**config.mk**
```make
export PLATFORM = sky130hd
export DESIGN_NAME = mux_rr_arbiter
export DESIGN_NICKNAME = d
export VERILOG_FILES = /design/src/rtl/mux_rr_arbiter.sv
export SDC_FILE = /design/constraint.sdc
export NUM_CORES = 1
export LEC_CHECK = 0
export BUFFER_PORTS_ARGS = -buffer_cell sky130_fd_sc_hd__buf_2
export CORE_MARGIN = 8
export CORE_UTILIZATION = 49
export CTS_BUF_LIST = sky130_fd_sc_hd__clkbuf_4 sky130_fd_sc_hd__clkbuf_8 sky130_fd_sc_hd__clkbuf_16
export CTS_CLUSTER_DIAMETER = 30
export DETAILED_ROUTE_END_ITERATION = 16
export PLACE_DENSITY_LB_ADDON = 0.1
export SLEW_MARGIN = 20
export SYNTH_ARGS = -nofsm -noshare
export SYNTH_HDL_FRONTEND = slang
export SYNTH_SLANG_ARGS = --single-unit
```
**constraint.sdc**
```tcl
create_clock -name clk -period 2.6 [get_ports clk]
set_input_delay 0.39 -clock clk [delete_from_list [all_inputs] [get_ports clk]]
set_output_delay 0.39 -clock clk [all_outputs]
set_load 0.02 [all_outputs]
```
**src/rtl/mux_rr_arbiter.sv**
```systemverilog
// Round-robin owner of a 2:1 mux feeding a one-entry valid/ready output stage.
// Optional ARB_LOCK_EN adds lock_a/lock_b to suspend the burst limit for the owner.
module mux_rr_arbiter #(
    parameter int WIDTH     = 8,
    parameter int MAX_BURST = 4
) (
    input  logic             clk,
    input  logic             rst,
    input  logic             req_a,
    input  logic [WIDTH-1:0] data_a,
    output logic             gnt_a,
    input  logic             req_b,
    input  logic [WIDTH-1:0] data_b,
    output logic             gnt_b,
`ifdef ARB_LOCK_EN
    input  logic             lock_a,
    input  logic             lock_b,
`endif
    output logic             sel,
    output logic             out_valid,
    output logic [WIDTH-1:0] out_data,
    input  logic             out_ready,
    output logic             busy
);

    localparam int CW = $clog2(MAX_BURST + 1);

    typedef enum logic [1:0] {IDLE, OWN_A, OWN_B} state_t;

    state_t           state_q;
    logic             sel_q;
    logic             last_b_q;
    logic [CW-1:0]    cnt_q;
    logic             valid_q;
    logic [WIDTH-1:0] data_q;

    logic             own_a;
    logic             own_b;
    logic             req_own;
    logic             req_oth;
    logic             lock_own;
    logic             limit_hit;
    logic             stall;
    logic             keep;
    logic             accept;
    logic [WIDTH-1:0] mux_d;

    always_comb begin
        own_a   = (state_q == OWN_A);
        own_b   = (state_q == OWN_B);
        req_own = own_b ? req_b : req_a;
        req_oth = own_b ? req_a : req_b;
`ifdef ARB_LOCK_EN
        lock_own = own_b ? lock_b : lock_a;
`else
        lock_own = 1'b0;
`endif
        limit_hit = (cnt_q == CW'(MAX_BURST)) && req_oth && !lock_own;
        stall     = valid_q && !out_ready;
        // Owner keeps the mux only while it still qualifies to stay
        keep   = req_own && !limit_hit;
        gnt_a  = own_a && keep && !stall;
        gnt_b  = own_b && keep && !stall;
        accept = gnt_a || gnt_b;
        mux_d  = sel_q ? data_b : data_a;
    end

    always_ff @(posedge clk or posedge rst) begin
        if (rst) begin
            state_q  <= IDLE;
            sel_q    <= 1'b0;
            last_b_q <= 1'b1;
            cnt_q    <= '0;
            valid_q  <= 1'b0;
            data_q   <= '0;
        end else begin
            if (!stall) begin
                unique case (state_q)
                    IDLE: begin
                        if (req_a && (!req_b || last_b_q)) begin
                            state_q  <= OWN_A;
                            sel_q    <= 1'b0;
                            last_b_q <= 1'b0;
                            cnt_q    <= '0;
                        end else if (req_b) begin
                            state_q  <= OWN_B;
                            sel_q    <= 1'b1;
                            last_b_q <= 1'b1;
                            cnt_q    <= '0;
                        end
                    end
                    OWN_A, OWN_B: begin
                        if (!keep) begin
                            if (req_oth) begin
                                state_q  <= own_a ? OWN_B : OWN_A;
                                sel_q    <= own_a;
                                last_b_q <= own_a;
                                cnt_q    <= '0;
                            end else begin
                                state_q <= IDLE;
                            end
                        end else if (cnt_q != CW'(MAX_BURST)) begin
                            cnt_q <= cnt_q + 1'b1;
                        end
                    end
                    default: state_q <= IDLE;
                endcase
            end
            if (accept) begin
                data_q  <= mux_d;
                valid_q <= 1'b1;
            end else if (out_ready) begin
                valid_q <= 1'b0;
            end
        end
    end

    assign sel       = sel_q;
    assign out_valid = valid_q;
    assign out_data  = data_q;
    assign busy      = (state_q != IDLE);

endmodule

```
==> key figures <==
Pwr
  – Leak Pwr: 0.6305 nW
  – Gate power share: 0.616
  – Switching part of the total: 0.4177
  – P_int: 0.9462 mW
  – Clk pwr share: 0.104
  – Pwr/cell area: 1256 nW/um2
  – Power Total: 1.625 mW
  – Switching power: 0.6786 mW
  – Worst VDD drop: 897.0 uV
  – Sequential share of power: 0.280

Critical path
  – Crit Reg-Reg Startpoint: state_q[0]
  – Critical Path Source Type: flop
  – Worst Setup End Kind: output pin
  – Crit path DAT: 2.07 ns
  – Slack of the worst reg-to-reg path: 0.27 ns
  – Worst Path Max Fanout: 4
  – Crit. Startpoint: state_q[0]
  – CP required: 2.21 ns
  – Crit path kind: reg2out
  – CP Capture Point: gnt_b
  – R2R depth: 7
  – R2R Path End: out_data[0]

Timing
  – RSZ-0062 raised after global routing: false
  – Max-slew violation count: 0
  – Slew headroom: 0.5846
  – Final hold vios: 0
  – Setup-failing EPs final: 0
  – FMAX: 0.4060 GHz
  – Final min period: 2.463 ns
  – Worst-margin pin slew: 0.6225 ns
  – Hold_ws: 0.1514 ns
  – Layout Skew: 0.009789 ns
  – Post-route clock period utilization: 0.9474
  – Post-Route Setup TNS: 0 ns

Place
  – DP Wirelength: 1.899 mm
  – Area after DPL: 1250 um2
  – Gpl congestion: 0.8346
  – Port bufs: 33

Synth
  – Seq/Total Area, Yosys: 0.3808
  – Synthesis Warnings: 0
  – Syn_nets: 115
  – Cell variety after synth: 33
  – Mean area per synthesized cell: 12.12 um2
  – Seq cells post-synth: 16
  – Largest area contributor in the netlist: dfrtp_1
  – Top-area cell type share of the netlist area: 0.3559
  – Synth top area cells: dfrtp_1 (36%), mux2_2 (19%), ha_1 (8.3%)
  – Netlist Area Pre-Place: 1055 um2
  – Mapped Cells: 87

Drt
  – ANT nets after route: 0
  – DRC viols: 0
  – Vias/cell: 5.232
  – Starting DRC count in detailed routing: 5
  – Final WL: 2.340 mm
  – Wire length per cell: 15.50 um
  – Drt pass-1 iters: 3
  – Via count: 790

Floorplanning
  – Die area: 3893 um2
  – Ports: 34
  – Die W: 62.40 um
  – Die Ht: 62.40 um
  – Starting Density: 0.5269
  – Core area: 2002 um2
  – Std-Cell Rows: 16

GRT
  – Global-route wire length before repair: 4.064 mm
  – Total global routing overflow: 0
  – Number of global-route vias before repair: 891
  – Largest net degree at the start of global routing: 17
  – Initial antenna violation count: 0
  – Gr usage total: 0.1239

Clock network
  – Cts-stage hold buffer count: 0
  – TritonCTS clock tree: done
  – CTS H-tree depth: 1
  – Clk_lat worst skew: 0.29 ns
  – Root Driver: clkbuf_4
  – Num CTS Buffers: 3
  – Reg clk slew, reported paths: 0.10 ns
  – Clock buffer depth: 2
  – Clock sinks: 16

Final layout
  – Final layout net count: 153
  – Post-Route Utilization: 0.6463
  – Layout cell share with drive strength beyond 1: 0.5403
  – Final instance area: 1294 um2
  – Number of fill cells: 189
  – Synth-to-Final Area Change: 22.66%
  – ANT cells: 0

Run
  – Max Cap Viol: 0

Hold path
  – Hold Crit Class: in2async

Run status
  – Status: completed
## power by group through the flow
stage	registers (mW)	clock network, mW	logic, mW
finish	0.456	0.169	1.00
detailed placement	0.464	0	0.999
floorplan	0.535	0	0.686
global route	0.473	0.192	1.09
CTS	0.458	0.172	1.01
global placement	0.457	0	0.979
## state kept, by name, indices dropped and copies added, names as in the netlist
signal,count
sel,1
out_valid,1
last_b_q,1
state_q,2
cnt_q,3
out_data,8
## timing repair
action	CTS	global route
resized for setup	0	0
setup endpoints to repair	2	0
setup buffers	1	0
## cells in the final DEF (no fill, tap or decap), types with 2 or more instances in the layout
cell type	instances
dfrtp_1	15
buf_2	33
ha_1	7
nor2b_1	2
mux2i_1	2
clkbuf_4	3
nor2_1	4
mux2_4	4
and2_1	3
inv_1	8
mux2_2	18
## worst max-delay path, stage by stage, from the launching register on
cell	delay (ns)
dfrtp_1	0.43
inv_1	0.11
ha_1	0.24
mux2_2	0.39
a211oi_4	0.21
nor2_1	0.07
and2_1	0.17
buf_2	0.15
## logic make-up after synthesis
group / after synthesis / share of synthesized area
mux: 24 / 0.2681
fa+ha+maj: 7 / 0.08303
simple gates: 20 / 0.1412
flops: 16 / 0.3808
compound gates: 11 / 0.09491
buf+inv: 9 / 0.03203
## through the flow
step / std cells / setup WS, ns
floorplan: 87 / 0.4456
global placement: 146 / 0.3041
detailed placement: 146 / 0.2561
CTS: 151 / 0.1281
global route: 151 / 0.02562
finish: 151 / 0.1367
## worst min-delay path by stage
stage	end	slack, ns	depth (start not counted)
3_3_place_gp	out_data[7]	0.49	1
2_1_floorplan	cnt_q[0]	0.30	1
3_5_place_dp	out_data[0]	0.49	1
4_1_cts	out_data[6]	0.18	2
6_report	out_data[6]	0.15	2
5_1_grt	out_valid	0.21	2
## final cells by class
| cell class | instances | area, um2 | area share |
|---|---|---|---|
| clock buffer | 4 | 36.28 | 0.02805 |
| inverter | 8 | 30.03 | 0.02321 |
| multi-input combinational | 62 | 619.3 | 0.4787 |
| sequential | 16 | 401.6 | 0.3104 |
| tap | 27 | 33.78 | 0.02611 |
| timing repair buffer | 34 | 172.7 | 0.1335 |
## metal layers
metal | up-vias | routed length [um] | track usage
met3 | 2 | 164 | 0.04480
met5 | - | 0 | 0
li1 | 386 | - | -
met2 | 21 | 1137 | 0.2083
met1 | 381 | 1019 | 0.1475
met4 | 0 | 19 | 0.02564
## synthesized netlist by cell type (all sizes together)
master and number:
nand4b 1, or2b 1, nor3 2, a32oi 1, dfrtp 15, mux2i 2, nor4b 1, or2 1
o22ai 1, mux2 22, nand2 1, nand2b 1, o311ai 1, ha 7, dfstp 1, a211oi 1
nor3b 1, and3 1, o21bai 1, buf 1, a31oi 1, inv 8, o2bb2ai 1, a21oi 1
and2 3, o211ai 1, and4b 1, o21a 1, a211o 1, nor2b 2, nor2 4
Power figures use the tool's default switching activity.
